<file path="src/rtl/pipe_ctrl.sv">
// pipe_ctrl: pipeline control for a 5-stage in-order core.
// Decodes the ID instruction into a control bundle that travels ID->EX->MEM->WB
// with a valid bit, resolves load-use stalls and taken-branch flushes.
// Optional mult/div interlock is enabled by defining PIPE_CTRL_MULTDIV_EN;
// without it mul/div decode as plain R-type and md_start is tied low.
module pipe_ctrl #(
  parameter int OPW  = 5,
  parameter int REGW = 5,
  parameter int AOPW = 5
) (
  input  logic            clock,
  input  logic            reset,
  input  logic            id_valid,
  input  logic [OPW-1:0]  id_opcode,
  input  logic [AOPW-1:0] id_aluop,
  input  logic [REGW-1:0] id_rs,
  input  logic [REGW-1:0] id_rt,
  input  logic [REGW-1:0] id_rd,
  input  logic            ex_taken,
  input  logic            md_ready,
  output logic            stall_if,
  output logic            flush,
  output logic            md_start,
  output logic            ex_valid,
  output logic            ex_ALUinB,
  output logic            ex_is_branch,
  output logic            mem_valid,
  output logic            mem_DMwe,
  output logic            wb_valid,
  output logic            wb_Rwe,
  output logic            wb_Rwd,
  output logic [REGW-1:0] wb_rd
);

  localparam logic [OPW-1:0] OP_RTYPE = OPW'(0);
  localparam logic [OPW-1:0] OP_J     = OPW'(1);
  localparam logic [OPW-1:0] OP_BNE   = OPW'(2);
  localparam logic [OPW-1:0] OP_JAL   = OPW'(3);
  localparam logic [OPW-1:0] OP_JR    = OPW'(4);
  localparam logic [OPW-1:0] OP_ADDI  = OPW'(5);
  localparam logic [OPW-1:0] OP_BLT   = OPW'(6);
  localparam logic [OPW-1:0] OP_SW    = OPW'(7);
  localparam logic [OPW-1:0] OP_LW    = OPW'(8);
  localparam logic [OPW-1:0] OP_SETX  = OPW'(21);
  localparam logic [OPW-1:0] OP_BEX   = OPW'(22);

  // ID decode results
  logic            dec_rwe, dec_rwd, dec_dmwe, dec_aluinb, dec_branch, dec_lw;
  logic [REGW-1:0] dec_rd;

  // EX (p0), MEM (p1), WB (p2) control bundles
  logic            vld_p0, rwe_p0, rwd_p0, dmwe_p0, aluinb_p0, branch_p0, lw_p0;
  logic [REGW-1:0] rd_p0;
  logic            vld_p1, rwe_p1, rwd_p1, dmwe_p1;
  logic [REGW-1:0] rd_p1;
  logic            vld_p2, rwe_p2, rwd_p2;
  logic [REGW-1:0] rd_p2;

  // hazard / interlock controls
  logic load_use, br_take, kill_id, md_hold;

  // Decode the ID opcode into stage enables; unknown opcodes stay all-zero
  always_comb begin
    dec_rwe    = 1'b0;
    dec_rwd    = 1'b0;
    dec_dmwe   = 1'b0;
    dec_aluinb = 1'b0;
    dec_branch = 1'b0;
    dec_lw     = 1'b0;
    dec_rd     = id_rd;
    case (id_opcode)
      OP_RTYPE: dec_rwe = 1'b1;
      OP_J:     dec_branch = 1'b1;
      OP_BNE:   dec_branch = 1'b1;
      OP_JAL: begin
        dec_rwe    = 1'b1;
        dec_branch = 1'b1;
        dec_rd     = REGW'(31);
      end
      OP_JR:    dec_branch = 1'b1;
      OP_ADDI: begin
        dec_rwe    = 1'b1;
        dec_aluinb = 1'b1;
      end
      OP_BLT:   dec_branch = 1'b1;
      OP_SW: begin
        dec_dmwe   = 1'b1;
        dec_aluinb = 1'b1;
      end
      OP_LW: begin
        dec_rwe    = 1'b1;
        dec_rwd    = 1'b1;
        dec_aluinb = 1'b1;
        dec_lw     = 1'b1;
      end
      OP_SETX: begin
        dec_rwe = 1'b1;
        dec_rd  = REGW'(30);
      end
      OP_BEX:   dec_branch = 1'b1;
      default: ;
    endcase
    // r0 is hardwired, never report a write to it
    if (dec_rd == '0) dec_rwe = 1'b0;
  end

  // A lw in EX feeding a source of the valid ID instruction needs one bubble
  assign load_use = vld_p0 && lw_p0 && (rd_p0 != '0) && id_valid &&
                    ((rd_p0 == id_rs) || (rd_p0 == id_rt));
  // ex_taken only counts for a valid branch sitting in EX
  assign br_take  = ex_taken && vld_p0 && branch_p0;
  // flush wins over the load-use stall; both are deferred while mult/div holds EX
  assign flush    = br_take && !md_hold;
  assign stall_if = md_hold || (load_use && !flush);
  assign kill_id  = flush || load_use;

`ifdef PIPE_CTRL_MULTDIV_EN
  typedef enum logic {IDLE, BUSY} md_state_t;

  localparam logic [AOPW-1:0] AOP_MUL = AOPW'(6);
  localparam logic [AOPW-1:0] AOP_DIV = AOPW'(7);

  md_state_t md_state, md_state_nxt;
  logic      dec_md, md_p0, md_start_c;

  assign dec_md = (id_opcode == OP_RTYPE) && ((id_aluop == AOP_MUL) || (id_aluop == AOP_DIV));

  // Mult/div state register
  always_ff @(posedge clock or negedge reset) begin
    if (!reset) md_state <= IDLE;
    else        md_state <= md_state_nxt;
  end

  // Start the unit from a mul/div in EX, then hold EX until md_ready
  always_comb begin
    md_state_nxt = md_state;
    md_start_c   = 1'b0;
    md_hold      = 1'b0;
    case (md_state)
      IDLE: begin
        if (vld_p0 && md_p0) begin
          md_start_c   = 1'b1;
          md_hold      = 1'b1;
          md_state_nxt = BUSY;
        end
      end
      BUSY: begin
        if (md_ready) md_state_nxt = IDLE;
        else          md_hold      = 1'b1;
      end
      default: md_state_nxt = IDLE;
    endcase
  end

  assign md_start = md_start_c;

  // ---- ID -> EX boundary (mul/div tag) ----
  // Mul/div tag rides with the EX bundle and is held with it
  always_ff @(posedge clock or negedge reset) begin
    if (!reset)        md_p0 <= 1'b0;
    else if (!md_hold) md_p0 <= dec_md && !kill_id;
  end
`else
  logic unused_md;

  assign unused_md = ^{id_aluop, md_ready};
  assign md_hold   = 1'b0;
  assign md_start  = 1'b0;
`endif

  // ---- ID -> EX boundary ----
  // Load the EX bundle from ID, inserting a bubble on stall/flush, holding on mult/div
  always_ff @(posedge clock or negedge reset) begin
    if (!reset) begin
      vld_p0    <= 1'b0;
      rwe_p0    <= 1'b0;
      rwd_p0    <= 1'b0;
      dmwe_p0   <= 1'b0;
      aluinb_p0 <= 1'b0;
      branch_p0 <= 1'b0;
      lw_p0     <= 1'b0;
      rd_p0     <= '0;
    end else if (!md_hold) begin
      vld_p0    <= id_valid && !kill_id;
      rwe_p0    <= dec_rwe;
      rwd_p0    <= dec_rwd;
      dmwe_p0   <= dec_dmwe;
      aluinb_p0 <= dec_aluinb;
      branch_p0 <= dec_branch;
      lw_p0     <= dec_lw;
      rd_p0     <= dec_rd;
    end
  end

  // ---- EX -> MEM boundary ----
  // Advance EX into MEM, or feed MEM a bubble while EX is held
  always_ff @(posedge clock or negedge reset) begin
    if (!reset) begin
      vld_p1  <= 1'b0;
      rwe_p1  <= 1'b0;
      rwd_p1  <= 1'b0;
      dmwe_p1 <= 1'b0;
      rd_p1   <= '0;
    end else begin
      vld_p1  <= vld_p0 && !md_hold;
      rwe_p1  <= rwe_p0;
      rwd_p1  <= rwd_p0;
      dmwe_p1 <= dmwe_p0;
      rd_p1   <= rd_p0;
    end
  end

  // ---- MEM -> WB boundary ----
  // Advance MEM into WB every cycle
  always_ff @(posedge clock or negedge reset) begin
    if (!reset) begin
      vld_p2 <= 1'b0;
      rwe_p2 <= 1'b0;
      rwd_p2 <= 1'b0;
      rd_p2  <= '0;
    end else begin
      vld_p2 <= vld_p1;
      rwe_p2 <= rwe_p1;
      rwd_p2 <= rwd_p1;
      rd_p2  <= rd_p1;
    end
  end

  assign ex_valid     = vld_p0;
  assign ex_ALUinB    = vld_p0 && aluinb_p0;
  assign ex_is_branch = vld_p0 && branch_p0;
  assign mem_valid    = vld_p1;
  assign mem_DMwe     = vld_p1 && dmwe_p1;
  assign wb_valid     = vld_p2;
  assign wb_rd        = vld_p2 ? rd_p2 : '0;
  assign wb_Rwe       = vld_p2 && rwe_p2 && (rd_p2 != '0);
  assign wb_Rwd       = vld_p2 && rwd_p2;

endmodule

</file>
<file path="config.mk">
export PLATFORM = sky130hd
export DESIGN_NAME = pipe_ctrl
export DESIGN_NICKNAME = d
export VERILOG_FILES = /design/src/rtl/pipe_ctrl.sv
export SDC_FILE = /design/constraint.sdc
export NUM_CORES = 1
export LEC_CHECK = 0
export ABC_CLOCK_PERIOD_IN_PS = 3500
export BUFFER_PORTS_ARGS = -buffer_cell sky130_fd_sc_hd__buf_4
export CAP_MARGIN = 20
export CORE_ASPECT_RATIO = 1.5
export CORE_UTILIZATION = 25
export DETAILED_ROUTE_END_ITERATION = 10
export PLACE_DENSITY = 0.55
export SYNTH_ARGS = -nofsm -noshare
export SYNTH_HDL_FRONTEND = slang
export SYNTH_SLANG_ARGS = --single-unit
export TNS_END_PERCENT = 5
</file>
<file path="constraint.sdc">
create_clock -name clock -period 3.5 [get_ports clock]
set_input_delay 0.7 -clock clock [delete_from_list [all_inputs] [get_ports clock]]
set_output_delay 0.7 -clock clock [all_outputs]
set_load 0.005 [all_outputs]
</file>
* After elaboration in Yosys (flattened, before gate mapping) *
Index checks and enable logic that the tools add are counted.

word-level totals
  register bits = 28
  output and inout bits = 16

operators by class
  equality and inequality tests = 12
  multiplexer cells = 8
  reductions and logical operators = 25

operators by type and width
  kind                number
  $eq 5x3->1 const B  4
  $logic_and 1x1->1   14
  $eq 5x2->1 const B  2
  $eq 5x5->1          2
  $eq 5x5->1 const B  2
  $logic_not 5->1     2
  $pmux 5 s2          1
  $reduce_bool 5->1   2
  $mux 1              6
  $reduce_or 6->1     1
  $eq 5x1->1 const B  1
  $eq 5x4->1 const B  1
  $mux 5              1
  $reduce_or 5->1     1
  $reduce_or 3->1     1
  $logic_not 1->1     2
  $logic_or 1x1->1    2

* Depth between registers and ports, before layout *
  depth in word-level cells = 7
  gate-level depth with buffers = 5
  mapped depth without buffers = 4

* Least setup slack after synthesis *
OpenSTA, ideal clock, no wires.

  kind = input to output
  start = input port id_rs[2]
  end = output port stall_if
  arrival time = 1.319 ns
  required time = 2.800 ns
  path slack = 1.481 ns
  stages = 4
  buffers on the path = 0
  path through = xor2_1 nor3_1 a22oi_1 nor3_1

between the ends
  cells in the longest elaborated chain, start to end = 4

RTL lines
  item               RTL line  source
  from (decl)        16        input logic [REGW-1:0] id_rs,
  $eq 5x5->1         109       ((rd_p0 == id_rs) || (rd_p0 == id_rt));
  $logic_or 1x1->1   109
  $logic_and 1x1->1  108       assign load_use = vld_p0 && lw_p0 && (rd_p0 != '0) && id_valid &&
  $logic_and 1x1->1  114       assign stall_if = md_hold || (load_use && !flush);
  to (decl)          21        output logic stall_if,

No other way between the ends.

* Worst setup path after layout *
  start = register rd_p0[1]
  end = output port stall_if

between the ends
  cells in the longest elaborated chain, start to end = 5
  elaborated cells on any way between the ends = 8
  classes of those cells = eq/ne (2); reduce/logical (6)

RTL lines
  item                             RTL line  source
  from (decl)                      53        logic [REGW-1:0] rd_p0;
  from (signal assigned)           191       rd_p0 <= dec_rd;
  $reduce_bool 5->1                108
  $logic_and 1x1->1 (2 in series)  108
  $logic_and 1x1->1 *              108
  $logic_and 1x1->1 *              114

Every way passes the cells marked *; elsewhere a longest branch is shown, timed or not.

==> results.ini <==
[cells_and_area]
nets=164
drive_gt1_frac=0.3308
final_common_cell=buf_4
final_cell_mix=buf_4, dfrtp_1, and2_1, xor2_1, nor2_1
design_area_sq_um=1503
syn_to_final_growth_pct=33.89
diodes=0
reg_top3=rd_p0 (5), rd_p1 (5), rd_p2 (5)
fillers=438

[clock_tree]
cts_root_buf=clkbuf_8
numCtsBuffers=3
clkLatencyLatePin_ns=0.26
clk_path_buf_depth=2
post_cts_resized=0
clkSinkCount=28
cts_max_level=1
cts_hold_buf=0
clk_pin_slew_ns=0.08
post_cts.repair.setup_buffers=0
cts_tree=done

[yosys]
yosys_warnings=0
synth_cells=94
synthDistinctLibCells=28
ys_ff_latch=28
syn_nets=124
ys_async_sr_fraction=1.000
ys.flop_type=dfrtp_1
syn_avg_cell_area_sq_um=11.94
yosysSeqAreaShare=0.6243
syn_area_sq_um=1122
synth-edff-count=0

[route]
post_drt_wl_per_cell_um=10.78
routed_wl_um=1929
drt_iter0_drc=20
dr_total_vias=773
first_pass_iters=7
viasPerCell=4.318
ant_nets=0
drc=6

[timing]
fmax_mhz=420.0
tns_ns=0
rsz0062_at_grt=false
maxSlewViolCount=0
finalCriticalPeriod_ns=2.381
fin_crit_sh=0.6802
finalSetupViolations=0
skew_ns=0.0007191
hold_viol=0

[floorplanning]
core.rowCount=29
die_w_um=56.71
start_util=0.2621
die_area_sq_um=4767
ios=46
core_sq_um=4282
die_h_um=84.06

[setup_path]
cpPeakStageDelay_ns=0.55
rr_worst_depth=3
rr_startpoint=rd_p0[1]$_DFF_PN0_
critical_path_buf_inv_count=1
regToRegSetupSlack_ns=2.11
crit_required_ns=2.80
critPathArrivalTime_ns=1.68
critPathTopFamily=simple AND/OR/NAND/NOR gates
cp_num_cells=4
crit_slowest_cell=or4_4
critPathKind=reg2out
end_kind=primary output
cp_max_fo=4
r2r_end=ex_valid$_DFF_PN0_
cp-start-kind=flip-flop
crit_chain=or4_4, o2111ai_2, nor3_1, buf_4

[grt]
grtUsageMet2=0.1591
grt_overflow=0
antenna_found_initial=0
met1_usage=0.09019
grt_pass1_vias=787
use_met3=0.02481
grt_busiest_layer=met2
grt_first_pass_wirelength_um=3229
grt_max_degree=29
grt_usage=0.08575

[outcome]
status=finished with violations
violations=DRC

[place]
dp.final_hpwl_um=1594
dpl_cell_area_sq_um=1448
place.port_buffers=38
gp_congestion=0.6874

[pwr]
vdd_ir_drop_max_uv=173.6
power.total_w=0.0006140
p_leak_nw=0.7227
power_density_nw_per_um2=408.6

[worst_hold_path]
hp-class=in2async

[run]
maxCapViolations=0

report_power, final:
part / leakage, nW / switching [W] / internal (W)
sequential: 0.346 / 0.0000113 / 0.000340
clock: 0.0288 / 0.0000879 / 0.000100
combinational: 0.348 / 0.0000321 / 0.0000417
total: 0.723 / 0.000131 / 0.000483
kinds of logic (layout without fill, tap and decap cells):
| kind of cell | Yosys count | in the layout | share of synthesized area |
|---|---|---|---|
| other cells | 1 | 1 | 0.003341 |
| simple gates | 39 | 39 | 0.1984 |
| compound gates | 12 | 12 | 0.07692 |
| flops | 28 | 28 | 0.6243 |
| buf+inv | 4 | 43 | 0.01894 |
| xor+xnor | 10 | 10 | 0.07803 |
per-stage QoR:
| step | utilization | hold WS (ns) | worst slack [ns] | cells |
|---|---|---|---|---|
| after global routing | 0.3510 | 0.3356 | 1.073 | 179 |
| after global placement | 0.3381 | 0.3349 | 1.183 | 175 |
| after detailed placement | 0.3381 | 0.3347 | 1.197 | 175 |
| final | 0.3510 | 0.3287 | 1.119 | 179 |
| after CTS | 0.3510 | 0.3365 | 1.100 | 179 |
| after floorplan | - | 0.3312 | 1.481 | 94 |
how the worst max path moves through the flow:
stage / start / endpoint / slack [ns]
final: rd_p0[1]$_DFF_PN0_ / stall_if / 1.12
after global routing: rd_p0[1]$_DFF_PN0_ / stall_if / 1.07
after CTS: rd_p0[1]$_DFF_PN0_ / stall_if / 1.10
after detailed placement: id_rs[2] / stall_if / 1.20
after global placement: id_rs[2] / stall_if / 1.18
after floorplan: id_rs[2] / stall_if / 1.48
cell type report:
class                      count  area [sq um]  share of cell area
inverter                       1         3.754            0.002498
timing repair buffer          38         285.3              0.1898
multi-input combinational     62         400.4              0.2664
clock buffer                   4         55.05             0.03664
tap                           46         57.56             0.03830
sequential                    28         700.7              0.4663
layer usage:
metal / share of wire / vias up
li1: - / 391
met1: 0.37 / 350
met2: 0.54 / 30
met3: 0.074 / 2
met4: 0.011 / 0
met5: 0 / -
cells in the mapped netlist (2+ instances only):
cell | number | share of area
dfrtp_1 | 28 | 0.62
and2_1 | 10 | 0.056
or3_1 | 2 | 0.011
nor2_1 | 9 | 0.030
nor2b_1 | 3 | 0.017
nand3b_1 | 2 | 0.013
nand2_1 | 2 | 0.0067
a21oi_1 | 4 | 0.018
nor3_1 | 3 | 0.013
nand2b_1 | 3 | 0.017
xor2_1 | 10 | 0.078
a31oi_1 | 2 | 0.011
No activity file was read; power rests on OpenSTA's default activity.
